===== src/rtl/pwm_capture.sv =====
// Measures an incoming PWM waveform: period and high time in clock cycles,
// or a stuck-level report when no rising edge arrives within TIMEOUT cycles.
module pwm_capture #(
  parameter int CNT_WIDTH = 16,
  parameter int TIMEOUT   = 1000
) (
  input  logic                 clk_i,
  input  logic                 rst_ni,
  input  logic                 restart_i,
  input  logic                 pwm_i,
  output logic [CNT_WIDTH-1:0] period_o,
  output logic [CNT_WIDTH-1:0] high_o,
  output logic                 stuck_o,
  output logic                 stuck_level_o,
  output logic                 sample_valid_o
);

  // IDLE: phase unknown | MEASURE: phase locked, reporting | STUCK: timed out, tracking level
  typedef enum logic [1:0] {ST_IDLE, ST_MEASURE, ST_STUCK} state_e;

  localparam logic [CNT_WIDTH-1:0] TimeoutC = CNT_WIDTH'(TIMEOUT);
  localparam logic [CNT_WIDTH-1:0] OneC     = CNT_WIDTH'(1);

  state_e               state_q, state_d;
  logic                 s1_q, s2_q, s3_q;
  logic [CNT_WIDTH-1:0] period_cnt_q, period_cnt_d;
  logic [CNT_WIDTH-1:0] high_cnt_q, high_cnt_d;
  logic [CNT_WIDTH-1:0] period_q, period_d;
  logic [CNT_WIDTH-1:0] high_q, high_d;
  logic                 stuck_q, stuck_d;
  logic                 level_q, level_d;
  logic                 valid_q, valid_d;
  logic                 rise;
  logic                 tmo;

  assign rise = s2_q & ~s3_q;
  assign tmo  = (period_cnt_q == TimeoutC);

  always_ff @(posedge clk_i or negedge rst_ni) begin
    if (!rst_ni) begin
      s1_q         <= 1'b0;
      s2_q         <= 1'b0;
      s3_q         <= 1'b0;
      state_q      <= ST_IDLE;
      period_cnt_q <= '0;
      high_cnt_q   <= '0;
      period_q     <= '0;
      high_q       <= '0;
      stuck_q      <= 1'b0;
      level_q      <= 1'b0;
      valid_q      <= 1'b0;
    end else begin
      s1_q         <= pwm_i;
      s2_q         <= s1_q;
      s3_q         <= s2_q;
      state_q      <= state_d;
      period_cnt_q <= period_cnt_d;
      high_cnt_q   <= high_cnt_d;
      period_q     <= period_d;
      high_q       <= high_d;
      stuck_q      <= stuck_d;
      level_q      <= level_d;
      valid_q      <= valid_d;
    end
  end

  always_comb begin
    state_d      = state_q;
    period_cnt_d = period_cnt_q;
    high_cnt_d   = high_cnt_q;
    period_d     = period_q;
    high_d       = high_q;
    stuck_d      = stuck_q;
    level_d      = level_q;
    valid_d      = 1'b0;

    if (restart_i) begin
      state_d      = ST_IDLE;
      period_cnt_d = '0;
      high_cnt_d   = '0;
    end else begin
      // Counters saturate at the timeout so a stuck input never wraps them.
      if (rise) begin
        period_cnt_d = OneC;
        high_cnt_d   = OneC;
      end else if (!tmo) begin
        period_cnt_d = period_cnt_q + OneC;
        high_cnt_d   = high_cnt_q + {{(CNT_WIDTH-1){1'b0}}, s2_q};
      end

      unique case (state_q)
        ST_IDLE: begin
          if (rise) begin
            state_d = ST_MEASURE;
          end else if (tmo) begin
            state_d  = ST_STUCK;
            period_d = '0;
            high_d   = '0;
            stuck_d  = 1'b1;
            level_d  = s2_q;
            valid_d  = 1'b1;
          end
        end
        ST_MEASURE: begin
          if (rise) begin
            period_d = period_cnt_q;
            high_d   = high_cnt_q;
            stuck_d  = 1'b0;
            level_d  = 1'b0;
            valid_d  = 1'b1;
          end else if (tmo) begin
            state_d  = ST_STUCK;
            period_d = '0;
            high_d   = '0;
            stuck_d  = 1'b1;
            level_d  = s2_q;
            valid_d  = 1'b1;
          end
        end
        ST_STUCK: begin
          if (rise) begin
            state_d = ST_MEASURE;
          end else begin
            level_d = s2_q;
          end
        end
        default: state_d = ST_IDLE;
      endcase
    end
  end

  assign period_o       = period_q;
  assign high_o         = high_q;
  assign stuck_o        = stuck_q;
  assign stuck_level_o  = level_q;
  assign sample_valid_o = valid_q;

endmodule


===== config.mk =====
export PLATFORM = sky130hd
export DESIGN_NAME = pwm_capture
export DESIGN_NICKNAME = d
export VERILOG_FILES = /design/src/rtl/pwm_capture.sv
export SDC_FILE = /design/constraint.sdc
export NUM_CORES = 1
export LEC_CHECK = 0
export BUFFER_PORTS_ARGS = -buffer_cell sky130_fd_sc_hd__buf_2
export CAP_MARGIN = 15
export CORE_MARGIN = 2
export CORE_UTILIZATION = 30
export CTS_BUF_LIST = sky130_fd_sc_hd__clkbuf_16
export DETAILED_ROUTE_END_ITERATION = 7
export PLACE_DENSITY = 0.54
export SYNTH_ARGS = -nofsm -noshare
export SYNTH_HDL_FRONTEND = slang
export SYNTH_SLANG_ARGS = --single-unit

===== constraint.sdc =====
create_clock -name clk_i -period 1.8 [get_ports clk_i]
set_input_delay 0 -clock clk_i [delete_from_list [all_inputs] [get_ports clk_i]]
set_output_delay 0 -clock clk_i [all_outputs]
set_load 0.05 [all_outputs]

==> report_table.html, run 1 <==
<table>
<tr><th>Metric</th><th>Value</th></tr>
<tr><th colspan="2">Routing</th></tr>
<tr><td>Met2 WL</td><td>4.015 mm</td></tr>
<tr><td>Met1 wire length</td><td>4.038 mm</td></tr>
<tr><td>Starting DRC count in detailed routing</td><td>150</td></tr>
<tr><td>Final wirelength</td><td>8.448 mm</td></tr>
<tr><td>Length of routed met3 wiring</td><td>246 um</td></tr>
<tr><td>Highest signal layer in the routed design</td><td>met4</td></tr>
<tr><td>Vias per Instance</td><td>4.927</td></tr>
<tr><td>Routed wire length per instance</td><td>14.01 um</td></tr>
<tr><td>Via Count</td><td>~3.0k</td></tr>
<tr><td>Post-DRT Antenna Nets</td><td>0</td></tr>
<tr><td>First-pass detailed-route iteration total</td><td>4</td></tr>
<tr><td>DRC Markers</td><td>0</td></tr>
<tr><th colspan="2">Setup path</th></tr>
<tr><td>Crit path capture type</td><td>register</td></tr>
<tr><td>Logic depth of the worst register-to-register path</td><td>7</td></tr>
<tr><td>End of the worst register-to-register path</td><td>high_o[10]</td></tr>
<tr><td>Crit path required time</td><td>between 2 and 2.5 ns</td></tr>
<tr><td>First element of the critical path</td><td>period_cnt_q[0]</td></tr>
<tr><td>Crit Reg-Reg Startpoint</td><td>period_cnt_q[0]</td></tr>
<tr><td>Register-to-register path setup slack</td><td>0.01 ns</td></tr>
<tr><td>Arrival time of the worst setup path</td><td>roughly 2.0 ns</td></tr>
<tr><td>Largest fanout on the critical path</td><td>15</td></tr>
<tr><td>Classification of the worst setup path</td><td>register to register</td></tr>
<tr><td>Element type at the critical path start</td><td>register</td></tr>
<tr><th colspan="2">Job</th></tr>
<tr><td>Number of max-cap violations</td><td>0</td></tr>
<tr><th colspan="2">Floorplanning</th></tr>
<tr><td>Core region area</td><td>about 0.011 mm^2</td></tr>
<tr><td>Die Ht</td><td>111.0 um</td></tr>
<tr><td>Row count</td><td>39</td></tr>
<tr><td>Number of placed I/O pins</td><td>39</td></tr>
<tr><td>Initial cell density of the core</td><td>30.36%</td></tr>
<tr><td>Die Area</td><td>0.01233 mm^2</td></tr>
<tr><td>Die boundary width</td><td>111.0 um</td></tr>
<tr><th colspan="2">Synthesis</th></tr>
<tr><td>Proportion of synthesized flip-flops having asynchronous set or reset</td><td>100.0%</td></tr>
<tr><td>Synthesized area</td><td>about 0.0034 mm^2</td></tr>
<tr><td>Proportion of synthesized chip area in sequential cells</td><td>52.42%</td></tr>
<tr><td>Count of state elements after synthesis</td><td>72</td></tr>
<tr><td>Cell type with the largest total area after synthesis</td><td>sky130_fd_sc_hd__dfrtp_1</td></tr>
<tr><td>Largest cells by area after synthesis</td><td>sky130_fd_sc_hd__dfrtp_1 52%, sky130_fd_sc_hd__nand2_1 8.8%, sky130_fd_sc_hd__a21oi_1 8.2%</td></tr>
<tr><td>Cell count after synthesis</td><td>between 300 and 400</td></tr>
<tr><td>Top flip-flop cell by instance count after synthesis</td><td>sky130_fd_sc_hd__dfrtp_1</td></tr>
<tr><td>Number of flops mapped to enable cells by yosys</td><td>0</td></tr>
<tr><td>Area share of the largest cell type after synthesis</td><td>52.42%</td></tr>
<tr><td>Cell variety after synth</td><td>43</td></tr>
<tr><td>Total nets after synthesis</td><td>381</td></tr>
<tr><td>Post-Syn Area per Cell</td><td>slightly above 9 um^2</td></tr>
<tr><td>Yosys warning count</td><td>0</td></tr>
<tr><th colspan="2">Worst hold path</th></tr>
<tr><td>Startpoint of the tightest hold check path</td><td>restart_i</td></tr>
<tr><td>Classification of the worst-slack hold path</td><td>primary input to register</td></tr>
<tr><td>Number of cells on the worst hold path</td><td>2</td></tr>
<tr><td>Worst hold endpoint</td><td>period_cnt_q[0]</td></tr>
<tr><th colspan="2">CTS</th></tr>
<tr><td>CTS H-tree lvls</td><td>3</td></tr>
<tr><td>Clk sinks</td><td>between 70 and 80</td></tr>
<tr><td>Cts bufs inserted</td><td>9</td></tr>
<tr><td>Clock root buffer master</td><td>sky130_fd_sc_hd__clkbuf_16</td></tr>
<tr><td>Max Buffers Root-to-Sink</td><td>2</td></tr>
<tr><td>CTS tree</td><td>yes</td></tr>
<tr><td>Clock-pin transition on the worst setup and hold timing paths</td><td>0.06 ns</td></tr>
<tr><td>Clock latency on the worst-skew pair</td><td>0.33 ns</td></tr>
<tr><th colspan="2">Timing</th></tr>
<tr><td>Slew at the pin closest to its max-slew limit</td><td>0.4066 ns</td></tr>
<tr><td>Setup Skew</td><td>0.006221 ns</td></tr>
<tr><td>Fmax</td><td>0.5595 GHz</td></tr>
<tr><td>Max-slew violations</td><td>0</td></tr>
<tr><td>Min Tclk post-route</td><td>roughly 1.8 ns</td></tr>
<tr><td>Number of endpoints with negative hold slack in the final report</td><td>0</td></tr>
<tr><td>Setup violations, final</td><td>0</td></tr>
<tr><td>Worst-case headroom to the max-slew limit</td><td>72.89%</td></tr>
<tr><td>RSZ-0062 raised after global routing</td><td>true</td></tr>
<tr><td>Ratio of final minimum period to clock period</td><td>about 100%</td></tr>
<tr><th colspan="2">Power</th></tr>
<tr><td>Total power divided by cell area</td><td>about 800 mW/mm^2</td></tr>
<tr><td>Standby leakage power</td><td>2.076 nW</td></tr>
<tr><td>Power, Total</td><td>3.814 mW</td></tr>
<tr><td>Peak supply drop</td><td>363.8 uV</td></tr>
<tr><th colspan="2">Layout</th></tr>
<tr><td>Final Net Count</td><td>about 470</td></tr>
<tr><td>Commonest non-fill, non-tap cell in the layout</td><td>sky130_fd_sc_hd__nand2_1</td></tr>
<tr><td>Antenna diodes</td><td>0</td></tr>
<tr><td>Final core area utilization</td><td>40.98%</td></tr>
<tr><td>Layout cells sized above 1</td><td>31.09%</td></tr>
<tr><td>Most used cells in the layout excluding fill and tap cells</td><td>81 x sky130_fd_sc_hd__nand2_1, 72 x sky130_fd_sc_hd__dfrtp_1, 53 x sky130_fd_sc_hd__buf_4</td></tr>
<tr><td>Layout Area Growth over Synthesis</td><td>34.98%</td></tr>
<tr><th colspan="2">Place</th></tr>
<tr><td>Final weighted congestion in routability-driven placement</td><td>0.7723</td></tr>
<tr><td>Quantity of I/O buffers inserted on ports</td><td>38</td></tr>
<tr><td>Detailed Place HPWL</td><td>5.564 mm</td></tr>
<tr><th colspan="2">GRT</th></tr>
<tr><td>GRT overflow</td><td>0</td></tr>
<tr><td>Overall fraction of global-route tracks in use</td><td>14.42%</td></tr>
<tr><td>Number of antenna violations at the first check in global routing</td><td>0</td></tr>
<tr><td>Pin count of the biggest net entering global routing</td><td>73</td></tr>
<tr><td>Vias in the first global route</td><td>2994</td></tr>
<tr><td>First-pass GRT wire length</td><td>14.43 mm</td></tr>
<tr><th colspan="2">Run status</th></tr>
<tr><td>Outcome</td><td>complete, no violations</td></tr>
</table>
[Yosys cell counts, types with 2 or more instances]
| master | instances |
|---|---|
| sky130_fd_sc_hd__or3_1 | 11 |
| sky130_fd_sc_hd__clkbuf_1 | 15 |
| sky130_fd_sc_hd__buf_6 | 3 |
| sky130_fd_sc_hd__inv_1 | 5 |
| sky130_fd_sc_hd__nand3_1 | 12 |
| sky130_fd_sc_hd__xor2_1 | 9 |
| sky130_fd_sc_hd__dfrtp_1 | 72 |
| sky130_fd_sc_hd__or4_1 | 9 |
| sky130_fd_sc_hd__a21boi_0 | 2 |
| sky130_fd_sc_hd__ha_1 | 8 |
| sky130_fd_sc_hd__nand2b_1 | 4 |
| sky130_fd_sc_hd__and4_4 | 2 |
| sky130_fd_sc_hd__nor2b_1 | 2 |
| sky130_fd_sc_hd__nand4_1 | 6 |
| sky130_fd_sc_hd__nor3_1 | 4 |
| sky130_fd_sc_hd__nor2_1 | 18 |
| sky130_fd_sc_hd__o21ai_0 | 9 |
| sky130_fd_sc_hd__nand2_1 | 81 |
| sky130_fd_sc_hd__nand3b_1 | 2 |
| sky130_fd_sc_hd__a211oi_1 | 2 |
| sky130_fd_sc_hd__a21oi_1 | 56 |
| sky130_fd_sc_hd__o31ai_1 | 9 |
| sky130_fd_sc_hd__and3_1 | 4 |
| sky130_fd_sc_hd__buf_2 | 5 |
[what timing repair did]
item                                   CTS  global route
gates cloned                             2             0
endpoints found under the hold margin   73             0
pin swaps                                8            13
buffers inserted                         4             4
gates resized for setup                 13            23
hold buffers                             2             0
setup endpoints to repair               39            46
[report_power, final]
group	switching [mW]	leakage [nW]	internal [mW]
Clock	0.677	0.152	1.20
Combinational	0.176	0.931	0.0938
Sequential	0.0207	0.992	1.65
[cell families after synthesis]
family          count (synthesis)  share of synthesized area [%]
buf+inv                        29                          4.113
flops                          72                          52.42
compound gates                 87                          14.63
xor+xnor                       10                          2.548
simple gates                  162                          23.08
mux                             1                         0.2912
fa+ha+maj                       8                          2.912
[flip-flops by register name, summed over array words and instances (netlist names)]
register        cells
s3_q                1
sample_valid_o      1
state_q             2
s1_q                1
period_o           16
high_o             16
stuck_o             1
s2_q                1
period_cnt_q       16
stuck_level_o       1
high_cnt_q         16
[critical path, stage by stage, from the launching register on]
cell	delay, ns
sky130_fd_sc_hd__dfrtp_1	0.39
sky130_fd_sc_hd__inv_2	0.09
sky130_fd_sc_hd__ha_4	0.13
sky130_fd_sc_hd__and4bb_2	0.28
sky130_fd_sc_hd__and4_4	0.30
sky130_fd_sc_hd__and3_1	0.19
sky130_fd_sc_hd__buf_4	0.22
sky130_fd_sc_hd__a21oi_1	0.06
[area by class of cell]
type                    count  area (um^2)
fillers                  1142         6681
repair buffers             97        661.9
flip-flops and latches     72         1802
inverters                   5        18.77
clock buffers               9        225.2
multi-input cells         270         1665
well taps                 143        178.9
clock inverters             7        87.58
[stage by stage]
step / instances / TNS, ns / instance area, um^2 / hold slack [ns] / setup WS [ns]
6_report: 603 / 0 / 4639 / 0.05274 / 0.01279
5_1_grt: 603 / -2.148 / 4639 / 0.08228 / -0.09463
4_1_cts: 599 / 0 / 4511 / 0.02795 / 0.003618
3_5_place_dp: 575 / -0.3255 / 4071 / 0.07203 / -0.05858
3_3_place_gp: 575 / -0.05199 / 4071 / 0.06145 / -0.03106
2_1_floorplan: 369 / 0 / 3440 / -0.2956 / 0.002199
[worst max-delay path by stage]
stage,cells after the start,slack [ns],end
floorplan,6,0.002,high_cnt_q[11]
global placement,6,-0.03,high_cnt_q[14]
detailed placement,6,-0.06,state_q[1]
CTS,6,0.004,state_q[1]
global route,6,-0.09,high_cnt_q[12]
finish,7,0.01,high_o[10]
[per-layer routing]
metal / GRT usage, % / vias up
met3: 3.554 / 14
met2: 22.78 / 40
li1: - / 1469
met4: 4.691 / 0
met5: 0 / -
met1: 19.57 / 1448
Power figures use the tool's default switching activity.
==> run 2, diff against run 1 <==
GPL_ROUTABILITY_DRIVEN = 0   (was unset)
GPL_TIMING_DRIVEN = 0   (was unset)
==> report_table.html, run 2 (same netlist as run 1, synthesis figures left out) <==
<table>
<tr><th>Metric</th><th>Value</th></tr>
<tr><th colspan="2">CTS</th></tr>
<tr><td>Clock-pin transition on the worst setup and hold timing paths</td><td>0.06 ns</td></tr>
<tr><td>Clk sinks</td><td>72</td></tr>
<tr><td>CTS H-tree lvls</td><td>3</td></tr>
<tr><td>CTS tree</td><td>yes</td></tr>
<tr><td>Clock latency on the worst-skew pair</td><td>between 0.3 and 0.4 ns</td></tr>
<tr><td>Cts bufs inserted</td><td>9</td></tr>
<tr><td>Clock root buffer master</td><td>sky130_fd_sc_hd__clkbuf_16</td></tr>
<tr><td>Max Buffers Root-to-Sink</td><td>2</td></tr>
<tr><th colspan="2">Layout</th></tr>
<tr><td>Layout cells sized above 1</td><td>~33%</td></tr>
<tr><td>Most used cells in the layout excluding fill and tap cells</td><td>80 x sky130_fd_sc_hd__nand2_1, 68 x sky130_fd_sc_hd__dfrtp_1, 48 x sky130_fd_sc_hd__a21oi_1</td></tr>
<tr><td>Layout Area Growth over Synthesis</td><td>39.93%</td></tr>
<tr><td>Commonest non-fill, non-tap cell in the layout</td><td>sky130_fd_sc_hd__nand2_1</td></tr>
<tr><td>Final non-filler cell area</td><td>0.004810 mm^2</td></tr>
<tr><td>Antenna diodes</td><td>0</td></tr>
<tr><td>Final Net Count</td><td>456</td></tr>
<tr><th colspan="2">Power</th></tr>
<tr><td>Standby leakage power</td><td>2.079 nW</td></tr>
<tr><td>Peak supply drop</td><td>between 500 and 600 uV</td></tr>
<tr><td>Total power divided by cell area</td><td>828.9 mW/mm^2</td></tr>
<tr><th colspan="2">Floorplanning</th></tr>
<tr><td>Initial cell density of the core</td><td>30.36%</td></tr>
<tr><td>Number of placed I/O pins</td><td>39</td></tr>
<tr><td>Die boundary width</td><td>~110 um</td></tr>
<tr><td>Die Area</td><td>0.01233 mm^2</td></tr>
<tr><td>Die Ht</td><td>~110 um</td></tr>
<tr><td>Core region area</td><td>0.01132 mm^2</td></tr>
<tr><td>Row count</td><td>39</td></tr>
<tr><th colspan="2">Setup path</th></tr>
<tr><td>Crit path capture type</td><td>register</td></tr>
<tr><td>Classification of the worst setup path</td><td>register to register</td></tr>
<tr><td>Crit path largest cell delay</td><td>0.53 ns</td></tr>
<tr><td>Arrival time of the worst setup path</td><td>2.10 ns</td></tr>
<tr><td>Largest fanout on the critical path</td><td>5</td></tr>
<tr><td>Sequence of cells on the critical path</td><td>ha_4, ha_4, nand4_1, or2_4, or4_4, a21oi_2</td></tr>
<tr><td>Crit path required time</td><td>just over 2 ns</td></tr>
<tr><td>Slowest cell on the critical path</td><td>sky130_fd_sc_hd__or4_4</td></tr>
<tr><td>Worst path most repeated cell</td><td>sky130_fd_sc_hd__ha_4</td></tr>
<tr><td>Element type at the critical path start</td><td>register</td></tr>
<tr><th colspan="2">GRT</th></tr>
<tr><td>Overall fraction of global-route tracks in use</td><td>~15%</td></tr>
<tr><td>Number of antenna violations at the first check in global routing</td><td>0</td></tr>
<tr><td>First-pass GRT wire length</td><td>15.06 mm</td></tr>
<tr><td>Pin count of the biggest net entering global routing</td><td>54</td></tr>
<tr><td>GRT overflow</td><td>0</td></tr>
<tr><td>Vias in the first global route</td><td>3014</td></tr>
<tr><th colspan="2">Routing</th></tr>
<tr><td>Routed wire length per instance</td><td>15.47 um</td></tr>
<tr><td>DRC Markers</td><td>0</td></tr>
<tr><td>Post-DRT Antenna Nets</td><td>0</td></tr>
<tr><td>Via Count</td><td>3006</td></tr>
<tr><td>Final wirelength</td><td>9.159 mm</td></tr>
<tr><td>Vias per Instance</td><td>5.078</td></tr>
<tr><td>First-pass detailed-route iteration total</td><td>4</td></tr>
<tr><td>Starting DRC count in detailed routing</td><td>156</td></tr>
<tr><th colspan="2">Place</th></tr>
<tr><td>Detailed Place HPWL</td><td>5.642 mm</td></tr>
<tr><td>Quantity of I/O buffers inserted on ports</td><td>38</td></tr>
<tr><td>Total placed instance area</td><td>roughly 0.0038 mm^2</td></tr>
<tr><th colspan="2">Timing</th></tr>
<tr><td>Max-slew violations</td><td>0</td></tr>
<tr><td>Final setup slack of the worst path</td><td>-0.04019 ns</td></tr>
<tr><td>Ratio of final minimum period to clock period</td><td>102.2%</td></tr>
<tr><td>Worst-case headroom to the max-slew limit</td><td>57.61%</td></tr>
<tr><td>Setup Skew</td><td>about 0.0064 ns</td></tr>
<tr><td>RSZ-0062 raised after global routing</td><td>true</td></tr>
<tr><td>Min Tclk post-route</td><td>between 1.5 and 2 ns</td></tr>
<tr><td>Setup violations, final</td><td>18</td></tr>
<tr><td>Fmax</td><td>0.5434 GHz</td></tr>
<tr><td>Total negative setup slack</td><td>-0.2204 ns</td></tr>
<tr><td>Slew at the pin closest to its max-slew limit</td><td>approximately 0.64 ns</td></tr>
<tr><td>Number of endpoints with negative hold slack in the final report</td><td>0</td></tr>
<tr><th colspan="2">Run status</th></tr>
<tr><td>Outcome</td><td>finished with violations</td></tr>
<tr><td>Failing checks</td><td>setup timing</td></tr>
<tr><th colspan="2">Worst hold path</th></tr>
<tr><td>Classification of the worst-slack hold path</td><td>primary input to async pin</td></tr>
<tr><th colspan="2">Job</th></tr>
<tr><td>Number of max-cap violations</td><td>0</td></tr>
</table>
-- run 2: changes by cell type in the layout (fill, tap and decap cells not counted), sizes merged --
cell / change
bufinv: +1
clkinvlp: -1
and4: -2
clkbuf: +10
buf: -19
-- run 2: cell type report --
| class | count | area [um^2] |
|---|---|---|
| clock inverters | 7 | 111.4 |
| well taps | 143 | 178.9 |
| flip-flops and latches | 72 | 1807 |
| fillers | 1116 | 6511 |
| plain buffers | 18 | 177.7 |
| inverters | 5 | 18.77 |
| repair buffers | 70 | 516.7 |
| multi-input cells | 268 | 1774 |
| clock buffers | 9 | 225.2 |
-- run 2: path summary, 6_finish.rpt --
check                           from              to  slack (ns)  cells past startpoint
max in group asynchronous     rst_ni            s2_q        1.13                      3
setup reg to reg                s2_q  high_cnt_q[12]       -0.04                      6
min in group clk_i         restart_i     period_o[4]        0.21                      4
setup / recovery                s2_q  high_cnt_q[12]       -0.04                      6
hold / removal                rst_ni      high_o[11]        0.09                      2
hold reg to reg                 s1_q            s2_q        0.35                      0
-- run 2: per-stage QoR --
step	std cells	power (mW)	utilization [%]	hold WS, ns	setup WS (ns)
2_1_floorplan	369	1.831	-	-0.2956	0.002199
3_3_place_gp	550	1.912	33.64	0.1079	-0.6520
3_5_place_dp	551	1.923	33.91	-0.09237	-0.7126
4_1_cts	587	4.010	41.26	0.09736	-0.02702
5_1_grt	592	4.135	42.48	0.1235	-0.08776
6_report	592	3.987	42.48	0.09460	-0.04019
-- run 2: layer usage --
| layer | vias to the layer above | wire [um] | GRT usage [%] |
|---|---|---|---|
| met5 | - | 0 | 0 |
| li1 | 1441 | - | - |
| met3 | 15 | 338 | 4.155 |
| met4 | 0 | 139 | 4.527 |
| met1 | 1490 | 4123 | 19.08 |
| met2 | 60 | 4558 | 25.48 |
-- run 2: repair_timing --
item	CTS	global route
resized for setup	72	35
cloned	2	0
hold buffers	2	0
buffers inserted	20	7
hold endpoints to repair	73	0
endpoints found under the setup margin	54	54
pin swaps	21	22
-- run 2: worst max-delay path, delay by kind of cell, from the launching register on --
kind	cells	cell delay, ns
AOI/OAI and AO/OA	1	0.14
adders and majority gates	2	0.29
DFF	1	0.40
and+or+nand+nor	3	0.93
-- run 2: where the power goes --
part	internal [mW]	switching (mW)
registers	1.65	0.0228
logic	0.0993	0.187
clock network	1.34	0.689
total	3.09	0.898
